**config.mk**
```make
export PLATFORM = sky130hd
export DESIGN_NAME = iter_divider
export DESIGN_NICKNAME = d
export VERILOG_FILES = /design/src/rtl/iter_divider.sv
export SDC_FILE = /design/constraint.sdc
export NUM_CORES = 1
export LEC_CHECK = 0
export BUFFER_PORTS_ARGS = -buffer_cell sky130_fd_sc_hd__buf_2
export CAP_MARGIN = 20
export CORE_MARGIN = 5
export CORE_UTILIZATION = 58
export DETAILED_ROUTE_END_ITERATION = 8
export GPL_ROUTABILITY_DRIVEN = 1
export PLACE_DENSITY = 0.86
export RECOVER_POWER = 100
export SYNTH_ARGS = -nofsm -noshare
export SYNTH_HDL_FRONTEND = slang
export SYNTH_SLANG_ARGS = --single-unit
```
**constraint.sdc**
```tcl
create_clock -name clk -period 3.4 [get_ports clk]
set_input_delay 0.68 -clock clk [delete_from_list [all_inputs] [get_ports clk]]
set_output_delay 0.68 -clock clk [all_outputs]
set_load 0.005 [all_outputs]
```
**src/rtl/iter_divider.sv**
```systemverilog
// Multi-cycle restoring divider producing one quotient bit per clock, with a start/done handshake.
// Optional signed mode is enabled by defining DIV_SIGNED_EN (adds the is_signed port).
module iter_divider #(
  parameter int WIDTH = 32
) (
  input  logic             clk,
  input  logic             rst,
  input  logic             start,
  input  logic [WIDTH-1:0] dividend,
  input  logic [WIDTH-1:0] divisor,
`ifdef DIV_SIGNED_EN
  input  logic             is_signed,
`endif
  output logic             busy,
  output logic             done,
  output logic [WIDTH-1:0] quotient,
  output logic [WIDTH-1:0] remainder,
  output logic             div_by_zero
);

  localparam int CW = $clog2(WIDTH + 1);

  typedef enum logic [1:0] {IDLE, RUN, DONE} state_t;

  state_t           state_q, state_d;
  logic [WIDTH-1:0] rem_q, rem_d;
  logic [WIDTH-1:0] shreg_q, shreg_d;
  logic [WIDTH-1:0] dvsr_q, dvsr_d;
  logic [CW-1:0]    cnt_q, cnt_d;
  logic [WIDTH-1:0] quot_out_q, quot_out_d;
  logic [WIDTH-1:0] rem_out_q, rem_out_d;
  logic             dbz_q, dbz_d;

  logic [WIDTH-1:0] dvd_mag, dvs_mag;
  logic [WIDTH:0]   shifted, trial;
  logic [WIDTH-1:0] rem_step, q_step;
  logic [WIDTH-1:0] quot_final, rem_final;

`ifdef DIV_SIGNED_EN
  logic neg_q_q, neg_q_d;
  logic neg_r_q, neg_r_d;
  logic dvd_neg, dvs_neg;

  // Magnitude of the most negative value is 2^(WIDTH-1), which still fits unsigned.
  always_comb begin
    dvd_neg = is_signed & dividend[WIDTH-1];
    dvs_neg = is_signed & divisor[WIDTH-1];
    dvd_mag = dvd_neg ? -dividend : dividend;
    dvs_mag = dvs_neg ? -divisor  : divisor;
  end

  assign quot_final = neg_q_q ? -q_step   : q_step;
  assign rem_final  = neg_r_q ? -rem_step : rem_step;
`else
  assign dvd_mag    = dividend;
  assign dvs_mag    = divisor;
  assign quot_final = q_step;
  assign rem_final  = rem_step;
`endif

  // One restoring step: shift {rem, q} left, subtract at WIDTH+1 bits, keep if non-negative.
  always_comb begin
    shifted = {rem_q, shreg_q[WIDTH-1]};
    trial   = shifted - {1'b0, dvsr_q};
    if (!trial[WIDTH]) begin
      rem_step = trial[WIDTH-1:0];
      q_step   = {shreg_q[WIDTH-2:0], 1'b1};
    end else begin
      rem_step = shifted[WIDTH-1:0];
      q_step   = {shreg_q[WIDTH-2:0], 1'b0};
    end
  end

  always_comb begin
    state_d    = state_q;
    rem_d      = rem_q;
    shreg_d    = shreg_q;
    dvsr_d     = dvsr_q;
    cnt_d      = cnt_q;
    quot_out_d = quot_out_q;
    rem_out_d  = rem_out_q;
    dbz_d      = dbz_q;
`ifdef DIV_SIGNED_EN
    neg_q_d    = neg_q_q;
    neg_r_d    = neg_r_q;
`endif
    case (state_q)
      RUN: begin
        rem_d   = rem_step;
        shreg_d = q_step;
        cnt_d   = cnt_q + 1'b1;
        if (cnt_q == CW'(WIDTH - 1)) begin
          state_d    = DONE;
          quot_out_d = quot_final;
          rem_out_d  = rem_final;
          dbz_d      = 1'b0;
        end
      end
      default: begin
        state_d = IDLE;
        if (start) begin
          if (divisor == '0) begin
            state_d    = DONE;
            quot_out_d = '1;
            rem_out_d  = dividend;
            dbz_d      = 1'b1;
          end else begin
            state_d = RUN;
            rem_d   = '0;
            shreg_d = dvd_mag;
            dvsr_d  = dvs_mag;
            cnt_d   = '0;
`ifdef DIV_SIGNED_EN
            neg_q_d = dvd_neg ^ dvs_neg;
            neg_r_d = dvd_neg;
`endif
          end
        end
      end
    endcase
  end

  always_ff @(posedge clk) begin
    if (rst) begin
      state_q    <= IDLE;
      rem_q      <= '0;
      shreg_q    <= '0;
      dvsr_q     <= '0;
      cnt_q      <= '0;
      quot_out_q <= '0;
      rem_out_q  <= '0;
      dbz_q      <= 1'b0;
`ifdef DIV_SIGNED_EN
      neg_q_q    <= 1'b0;
      neg_r_q    <= 1'b0;
`endif
    end else begin
      state_q    <= state_d;
      rem_q      <= rem_d;
      shreg_q    <= shreg_d;
      dvsr_q     <= dvsr_d;
      cnt_q      <= cnt_d;
      quot_out_q <= quot_out_d;
      rem_out_q  <= rem_out_d;
      dbz_q      <= dbz_d;
`ifdef DIV_SIGNED_EN
      neg_q_q    <= neg_q_d;
      neg_r_q    <= neg_r_d;
`endif
    end
  end

  assign busy        = (state_q == RUN);
  assign done        = (state_q == DONE);
  assign quotient    = quot_out_q;
  assign remainder   = rem_out_q;
  assign div_by_zero = dbz_q;

endmodule

```
==> reports/metrics.csv, run 1 <==
metric,value,unit
Core ar.,15300,µm²
endpoint type of the worst setup path,register,
final standard cell utilization of the core,0.688,
syn_area_per_cell,8.12,µm²
power density normalized to cell area,895,nW/µm²
cell at the root of the clock tree,clkbuf_16,
sort of element at the start of the critical path,register,
DIE AREA,18300,µm²
Worst-Margin Slew,1.13,ns
outcome,"finished, final reports clean",
worst clock skew,0.00690,ns
wire length per cell,17.8,µm
cell count after synthesis,1121,
worst path bufs/invs,2,
crit share post-route,0.964,
count of antenna diodes in the layout,0,
Worst-path clk slew,0.07,ns
crit path max-delay cell type,fa_2,
Max-Cap Viols,0,
Worst Hold Slack,0.453,ns
std cell rows,45,
Final Critical Period,3.28,ns
post-route met1 wirelength,11200,µm
number of clock sinks,169,
post-synth top area cell,dfxtp_1,
maximum level of the CTS H-tree,4,
share of layout cells above drive strength 1,0.191,
I/O pin total,134,
primary flip-flop cell chosen by synthesis mapping,dfxtp_1,
crit path cell chain,inv_1 > ha_1 > inv_1 > fa_2 > a211oi_2 > o211ai_2 > a31oi_1 > a21oi_1 > a41oi_1 > xor2_1 > nor3_2 > a31oi_1 > a21oi_1,
starting utilization of the core area,0.594,
peak supply drop,0.556,mV
Routed met2 length,11400,µm
top achievable clock speed,0.305,GHz
clock tree from TritonCTS,yes,
"critical path fanouts, max",4,
largest delay contributor family on the critical path,compound AO/OA/AOI/OAI gates,
final WL,25500,µm
post-layout net count,1311,
"Seq/Total Area, Yosys",0.372,
synthesis-stage register bit count,169,
die width,135,µm
leakage power total,4.10,nW
buffer levels on the longest clock path,2,
critical path required time,3.68,ns
total gr overflow,0,
number of clock buffers inserted by TritonCTS,17,
antenna violations before repair,0,
proportion of synthesized flip-flops having asynchronous set or reset,0,
clock latency on the worst-skew pair,0.44,ns
global-route wire length before repair,39200,µm
top cell type's share of synthesized area,0.372,
DRT iter0 DRCs,919,
number of global-route vias before repair,7817,
worst min-delay path class,reg -> reg,
antenna-violating nets left,0,
met3 routed wirelength,2520,µm
Post-synth EDFFs,0,
Synth Warn #,0,
classification of the worst setup path,reg -> reg,
die outline height,135,µm
GRT Util Overall,0.264,
highest metal layer with signal wires,met4,
largest net degree at the start of global routing,119,
first-pass iteration count of the detailed router,5,
post-DP HPWL,17200,µm
synthesis-to-layout area growth,15.7,%
count of final hold-check violations,0,
final setup TNS,0,ns
tightest slew margin relative to the limit,0.246,
delay of the slowest critical-path stage,0.37,ns
synthesized netlist net count,1222,
"Slew Viols, Final",0,
final number of setup-violating endpoints,0,
number of buffers inserted by hold repair at cts,0,
crit path DAT,3.56,ns
number of distinct library cells after synthesis,76,
routed via count divided by cell count,6.12,
number of port buffers,133,
largest cells by area after synthesis,"dfxtp_1, a21oi_1, nand2_1",
DRC violation count after routing,0,
Post-Synthesis Cell Area,9100,µm²
vias post-DR,8778,
routability-driven placement congestion ratio,0.974,
total power draw,9.43,mW
==> area by class of cell <==
class                           count  area, µm²
Timing Repair Buffer              160        891
Clock inverter                     13        224
Multi-Input combinational cell    823       5170
Tap cell                          211        264
Sequential cell                   169       3380
Fill cell                        1216       4780
Clock buffer                       19        453
Inverter                           39        146
==> cells by family (layout without fill, tap and decap cells) <==
family                     Yosys count  after routing  share of synthesized area
AOI/OAI and AO/OA                  334            334                      0.259
xor gates and xnor gates            26             26                     0.0258
adders and majority gates           34             34                     0.0476
buffers and inverters              129            231                     0.0682
DFF                                169            169                      0.372
muxes                                2              2                    0.00234
and+or+nand+nor                    427            427                      0.225
==> flip-flops by register name, summed over array words and instances (netlist names) <==
signal and flops:
cnt_q 6, state_q 2, shreg_q 32, remainder 32
div_by_zero 1, quotient 32, dvsr_q 32, rem_q 32
==> stage by stage <==
stage	setup slack, ns	std cells	area (µm²)
after floorplan	0.629	1121	9100
after global placement	0.293	1392	9790
after detailed placement	0.154	1392	9790
after CTS	0.106	1424	10500
after global routing	-0.0760	1434	10500
final	0.122	1434	10500
==> where the power goes <==
group / switching, mW / internal [mW] / total (mW)
registers: 0.166 / 2.14 / 2.31
clock network: 0.874 / 1.36 / 2.24
logic: 2.86 / 2.02 / 4.88
total: 3.90 / 5.53 / 9.43
==> cell usage after synthesis (3+ instances only) <==
cell type and instances:
xnor2_1 13, nand3_1 47, nand2b_1 6, buf_6 11, clkbuf_1 62, a221oi_2 3
clkbuf_8 4, buf_1 6, o21bai_1 4, dfxtp_1 169, o21a_1 3, nor3_1 11
a311oi_1 34, o21ai_0 26, xor2_1 12, a31oi_1 29, a21oi_1 122, and2_1 7
and3_1 8, nand4_1 6, nor4_1 10, nor2_1 121, buf_2 6, o211ai_1 5
nand2_1 162, nor3_2 20, nor2b_1 5, a21o_1 12, a211oi_1 44, a211oi_2 20
inv_1 38, nand3b_1 6, o41ai_2 3, ha_1 33
==> worst register-to-register path, delay by kind of cell, from the launching register on <==
family | cells | cell delay [ns]
adders and majority gates | 2 | 0.53
and+or+nand+nor | 1 | 0.05
AOI/OAI and AO/OA | 7 | 1.89
DFF | 1 | 0.33
buffers and inverters | 2 | 0.12
xor gates and xnor gates | 1 | 0.20
==> timing repair <==
action | CTS | global route
setup endpoints to repair | 0 | 41
buffers inserted | 0 | 8
gates resized for setup | 0 | 9
==> layout by cell type (no fill, tap or decap), drive strengths merged, types with 3 or more instances in the layout <==
| cell | synthesis | routed |
|---|---|---|
| a211oi | 64 | 64 |
| a21o | 13 | 13 |
| a21oi | 123 | 123 |
| a221oi | 5 | 5 |
| a311oi | 34 | 34 |
| a31oi | 30 | 30 |
| and2 | 8 | 8 |
| and3 | 8 | 8 |
| buf | 23 | 119 |
| bufinv | 0 | 5 |
| clkbuf | 66 | 60 |
| dfxtp | 169 | 169 |
| ha | 33 | 33 |
| inv | 38 | 44 |
| nand2 | 162 | 162 |
| nand2b | 7 | 7 |
| nand3 | 47 | 47 |
| nand3b | 6 | 6 |
| nand4 | 6 | 6 |
| nor2 | 121 | 121 |
| nor2b | 5 | 5 |
| nor3 | 31 | 31 |
| nor4 | 13 | 13 |
| o211ai | 6 | 6 |
| o21a | 3 | 3 |
| o21ai | 29 | 29 |
| o21bai | 4 | 4 |
| o31ai | 3 | 3 |
| o41ai | 4 | 4 |
| xnor2 | 13 | 13 |
| xor2 | 13 | 13 |
==> per-layer routing <==
| layer | vias to the layer above | GRT usage |
|---|---|---|
| met1 | 4087 | 0.374 |
| met5 | - | 0 |
| met4 | 0 | 0.0745 |
| li1 | 4191 | - |
| met3 | 49 | 0.0572 |
| met2 | 451 | 0.405 |
==> path summary, 6_finish.rpt <==
check / startpoint / end / slack [ns] / depth (start not counted)
worst max-delay path: shreg_q[31] / rem_q[28] / 0.12 / 13
worst min-delay path: dvsr_q[30] / dvsr_q[30] / 0.45 / 2
worst max register to register: shreg_q[31] / rem_q[28] / 0.12 / 13
worst min register to register: dvsr_q[30] / dvsr_q[30] / 0.45 / 2
(Power assumes the default switching activity.)
==> run 2, diff against run 1 <==
Settings changed: REMOVE_ABC_BUFFERS set to 1.
==> reports/metrics.csv, run 2 (synthesized netlist as in run 1, its figures left out) <==
metric,value,unit,change
I/O pin total,134,,unchanged
power density normalized to cell area,811,nW/µm²,-9.3%
endpoint type of the worst setup path,register,,
Worst-Margin Slew,1.23,ns,+0.104 ns
start point of the worst min-delay path,dvsr_q[27],,
cell with the most instances on the worst path,a31oi_1,,
sort of element at the start of the critical path,register,,
synthesis-to-layout area growth,11.3,%,
first-pass iteration count of the detailed router,8,,+3
starting utilization of the core area,0.594,,unchanged
number of clock buffers inserted by TritonCTS,17,,unchanged
tightest slew margin relative to the limit,0.173,,-0.0729
buffer levels on the longest clock path,2,,unchanged
die outline height,135,µm,unchanged
number of global-route vias before repair,7775,,-0.54%
post-DP HPWL,17100,µm,-0.37%
worst min-delay path class,reg -> reg,,
Worst-path clk slew,0.07,ns,about the same
critical path required time,3.69,ns,about the same
number of buffers inserted by hold repair at cts,0,,unchanged
global-route wire length before repair,39100,µm,-0.39%
worst r2r src,rem_q[9],,
Max-Cap Viols,0,,unchanged
number of resized instances in the post-cts repair step,0,,unchanged
"Slew Viols, Final",0,,unchanged
endpoint of the worst register-to-register path,remainder[29],,
crit share post-route,0.959,,-0.00527
Core ar.,15300,µm²,unchanged
"commonest non-fill, non-tap cell in the layout",dfxtp_1,,
internal reg-to-reg setup slack,0.14,ns,+0.02 ns
crit path DAT,3.55,ns,about the same
largest net degree at the start of global routing,82,,-31%
routability-driven placement congestion ratio,0.879,,-9.8%
total power draw,8.22,mW,-13%
cell at the root of the clock tree,clkbuf_16,,
final WL,24400,µm,-4.5%
outcome,"finished, final reports clean",,
classification of the worst setup path,reg -> reg,,
area occupied by multi-input gates,4970,µm²,-3.9%
Register-to-Register Path Depth,10,,-3
final number of setup-violating endpoints,0,,unchanged
top achievable clock speed,0.307,GHz,+0.55%
setup slack at placement,0.234,ns,+0.0792 ns
DRT iter0 DRCs,838,,-8.8%
count of final hold-check violations,0,,unchanged
Hold Path Stages,2,,unchanged
antenna violations before repair,0,,unchanged
vias post-DR,8519,,-3.0%
peak supply drop,0.469,mV,-16%
Final Critical Period,3.26,ns,-0.0179 ns
post-layout net count,1302,,-0.69%
most frequent cells in the layout,"dfxtp_1, nand2_1, a21oi_1",,
number of port buffers,133,,unchanged
DP Cell Count,1392,,unchanged
number of clock sinks,169,,unchanged
crit path max-delay cell type,o31ai_1,,
"critical path fanouts, max",8,,+4
wire length per cell,17.1,µm,-3.9%
GRT Util Overall,0.261,,-0.00294
crit path cell chain,ha_1 > a21o_1 > a31oi_1 > o2bb2ai_1 > a2111oi_4 > a31oi_1 > and2_4 > a41o_1 > o31ai_1 > a221oi_1,,
"Non-Filler Cell Area, Final",10100,µm²,-3.8%
DRC violation count after routing,0,,unchanged
Register Area,3380,µm²,unchanged
clock latency on the worst-skew pair,0.43,ns,about the same
leakage power total,3.97,nW,-3.3%
share of layout cells above drive strength 1,0.157,,-0.0348
count of antenna diodes in the layout,0,,unchanged
area post-placement,9800,µm²,+0.13%
routed via count divided by cell count,5.98,,-2.3%
std cell rows,45,,unchanged
total gr overflow,0,,unchanged
clock tree from TritonCTS,yes,,
die width,135,µm,unchanged
maximum level of the CTS H-tree,4,,unchanged
DIE AREA,18300,µm²,unchanged
unrepaired setup endpoints after global routing,false,,
Worst Hold Path EP,dvsr_q[27],,
delay of the slowest critical-path stage,0.45,ns,+0.08 ns
antenna-violating nets left,0,,unchanged
Final Worst Setup Slack,0.140,ns,+0.0179 ns
number of non-filler instances in the completed layout,1425,,-0.63%
final setup TNS,0,ns,unchanged
Fillers,1381,,+14%
worst clock skew,0.00765,ns,+0.000746 ns
postcts setup bufs,0,,unchanged
-- run 2: cell type report --
type,count,share of cell area
clock buffers,19,0.0437
clock inverters,13,0.0110
inverters,39,0.0145
multi-input cells,823,0.490
flip-flops and latches,169,0.334
well taps,211,0.0261
repair buffers,151,0.0803
-- run 2: power by group --
group | leakage [nW] | total [mW] | internal (mW) | switching, mW
logic | 2.33 | 4.09 | 1.64 | 2.45
clock network | 0.264 | 1.82 | 0.973 | 0.850
registers | 1.38 | 2.30 | 2.14 | 0.162
-- run 2: worst max path at each step --
| stage | startpoint | endpoint | cells after the start |
|---|---|---|---|
| floorplan | state_q[1] | rem_q[31] | 5 |
| global placement | shreg_q[31] | remainder[24] | 14 |
| detailed placement | shreg_q[31] | remainder[24] | 14 |
| CTS | shreg_q[31] | rem_q[30] | 14 |
| global route | shreg_q[31] | remainder[27] | 13 |
| finish | rem_q[9] | remainder[29] | 10 |
-- run 2: worst max-delay path: cells and delay by family (launching register included) --
| kind | cells | cell delay (ns) |
|---|---|---|
| AOI/OAI and AO/OA | 8 | 2.11 |
| adders and majority gates | 1 | 0.42 |
| DFF | 1 | 0.36 |
| and+or+nand+nor | 1 | 0.23 |
-- run 2: per-layer routing --
layer,up-vias,part of all wire,track usage
met5,-,0,0
met4,0,0.019,0.0773
met3,36,0.083,0.0524
met2,357,0.45,0.402
met1,3949,0.45,0.370
li1,4177,-,-
-- run 2: stage by stage --
stage,hold slack (ns),util
after global placement,0.443,0.640
final,0.456,0.661
after CTS,0.457,0.676
after detailed placement,0.448,0.640
after floorplan,0.430,-
after global routing,0.472,0.661
==> run 3, diff against run 2 <==
Settings changed: RECOVER_POWER 100 to not set.
==> reports/metrics.csv, run 3 (synthesized netlist as in run 1, its figures left out) <==
metric,value,unit,change
largest net degree at the start of global routing,82,,unchanged
endpoint of the worst register-to-register path,rem_q[30],,
number of port buffers,133,,unchanged
number of buffers inserted by hold repair at cts,0,,unchanged
die outline height,135,µm,unchanged
worst min-delay path class,reg -> reg,,
worst r2r src,shreg_q[31],,
number of clock sinks,169,,unchanged
final WL,24200,µm,-0.67%
critical path required time,3.72,ns,+0.03 ns
endpoint type of the worst setup path,register,,
synthesis-to-layout area growth,14.1,%,
Core ar.,15300,µm²,unchanged
Max-Cap Viols,0,,unchanged
Worst Hold Slack,0.455,ns,-0.00101 ns
clock tree from TritonCTS,yes,,
worst clock skew,0.00605,ns,-0.00160 ns
Final Critical Period,3.20,ns,-0.0573 ns
die width,135,µm,unchanged
internal reg-to-reg setup slack,0.20,ns,+0.06 ns
number of resized instances in the post-cts repair step,0,,unchanged
"commonest non-fill, non-tap cell in the layout",dfxtp_1,,
total gr overflow,0,,unchanged
share of layout cells above drive strength 1,0.208,,+0.0519
post-layout net count,1302,,unchanged
starting utilization of the core area,0.594,,unchanged
crit share post-route,0.942,,-0.0169
power density normalized to cell area,817,nW/µm²,+0.76%
post-DP HPWL,17100,µm,unchanged
Final Worst Setup Slack,0.197,ns,+0.0573 ns
Hold Path Stages,2,,unchanged
sort of element at the start of the critical path,register,,
GRT Util Overall,0.261,,unchanged
first-pass iteration count of the detailed router,5,,-3
count of antenna diodes in the layout,0,,unchanged
number of non-filler instances in the completed layout,1425,,unchanged
vias post-DR,8536,,+0.20%
routability-driven placement congestion ratio,0.879,,unchanged
postcts setup bufs,0,,unchanged
final number of setup-violating endpoints,0,,unchanged
antenna violations before repair,0,,unchanged
most frequent cells in the layout,"dfxtp_1, nand2_1, buf_2",,
global-route wire length before repair,39100,µm,unchanged
DP Cell Count,1392,,unchanged
number of global-route vias before repair,7775,,unchanged
setup slack at placement,0.234,ns,unchanged
Worst-Margin Slew,0.771,ns,-0.463 ns
"Slew Viols, Final",0,,unchanged
count of final hold-check violations,0,,unchanged
DRC violation count after routing,0,,unchanged
wire length per cell,17.0,µm,-0.67%
maximum level of the CTS H-tree,4,,unchanged
DRT iter0 DRCs,852,,+1.7%
tightest slew margin relative to the limit,0.486,,+0.313
routed via count divided by cell count,5.99,,+0.20%
DIE AREA,18300,µm²,unchanged
area post-placement,9800,µm²,unchanged
"critical path fanouts, max",18,,+10
Worst Hold Path EP,dvsr_q[27],,
crit path DAT,3.52,ns,-0.03 ns
Fillers,1323,,-4.2%
start point of the worst min-delay path,dvsr_q[27],,
antenna-violating nets left,0,,unchanged
"Non-Filler Cell Area, Final",10400,µm²,+2.5%
Worst-path clk slew,0.07,ns,about the same
Register-to-Register Path Depth,14,,+4
I/O pin total,134,,unchanged
top achievable clock speed,0.312,GHz,+1.8%
outcome,"finished, final reports clean",,
clock latency on the worst-skew pair,0.43,ns,about the same
peak supply drop,0.516,mV,+10%
classification of the worst setup path,reg -> reg,,
std cell rows,45,,unchanged
number of clock buffers inserted by TritonCTS,17,,unchanged
leakage power total,4.15,nW,+4.6%
buffer levels on the longest clock path,2,,unchanged
cell at the root of the clock tree,clkbuf_16,,
run 3: cell types whose count changed in the layout (fill, tap and decap cells not counted), sizes merged:
cell / change
buf: +34
clkbuf: -34
run 3: cell type report:
| cell class | count | area, µm² | share of cell area |
|---|---|---|---|
| Tap cell | 211 | 264 | 0.0254 |
| Inverter | 39 | 146 | 0.0141 |
| Sequential cell | 169 | 3380 | 0.326 |
| Clock buffer | 19 | 443 | 0.0427 |
| Multi-Input combinational cell | 823 | 5130 | 0.494 |
| Clock inverter | 13 | 111 | 0.0107 |
| Timing Repair Buffer | 151 | 900 | 0.0867 |
run 3: worst max-delay path by stage:
| stage | depth (start not counted) | end | from |
|---|---|---|---|
| floorplan | 5 | rem_q[31] | state_q[1] |
| global placement | 14 | remainder[24] | shreg_q[31] |
| detailed placement | 14 | remainder[24] | shreg_q[31] |
| CTS | 14 | rem_q[30] | shreg_q[31] |
| global route | 14 | rem_q[30] | shreg_q[31] |
| finish | 14 | rem_q[30] | shreg_q[31] |
run 3: routing by layer:
layer  part of all wire  vias up  wire length (µm)  global-route usage
li1                   -     4168                 -                   -
met1               0.45     3971             10800               0.370
met2               0.45      362             10900               0.402
met3              0.085       35              2050              0.0524
met4              0.020        0               490              0.0773
met5                  0        -                 0                   0
run 3: critical path: stages, from the launching register on:
cell,delay (ns)
dfxtp_1,0.32
inv_1,0.07
ha_1,0.16
inv_1,0.06
fa_1,0.42
a211oi_2,0.25
o211ai_2,0.17
a31oi_4,0.22
a221oi_2,0.10
o21ai_2,0.23
xor2_4,0.29
buf_12,0.21
mux2_1,0.36
a22oi_1,0.16
nor2_1,0.06
run 3: per-stage QoR:
| stage | total power [mW] | TNS, ns | util |
|---|---|---|---|
| 6_report | 8.48 | 0 | 0.678 |
| 4_1_cts | 8.30 | 0 | 0.676 |
| 3_3_place_gp | 6.42 | 0 | 0.640 |
| 3_5_place_dp | 6.46 | 0 | 0.640 |
| 5_1_grt | 9.01 | -0.00471 | 0.678 |
| 2_1_floorplan | 5.10 | -398.82 | - |
run 3: report_power, final:
group | leakage, nW | switching [mW] | internal, mW
logic | 2.51 | 2.61 | 1.76
clock network | 0.264 | 0.851 | 0.972
registers | 1.38 | 0.160 | 2.14
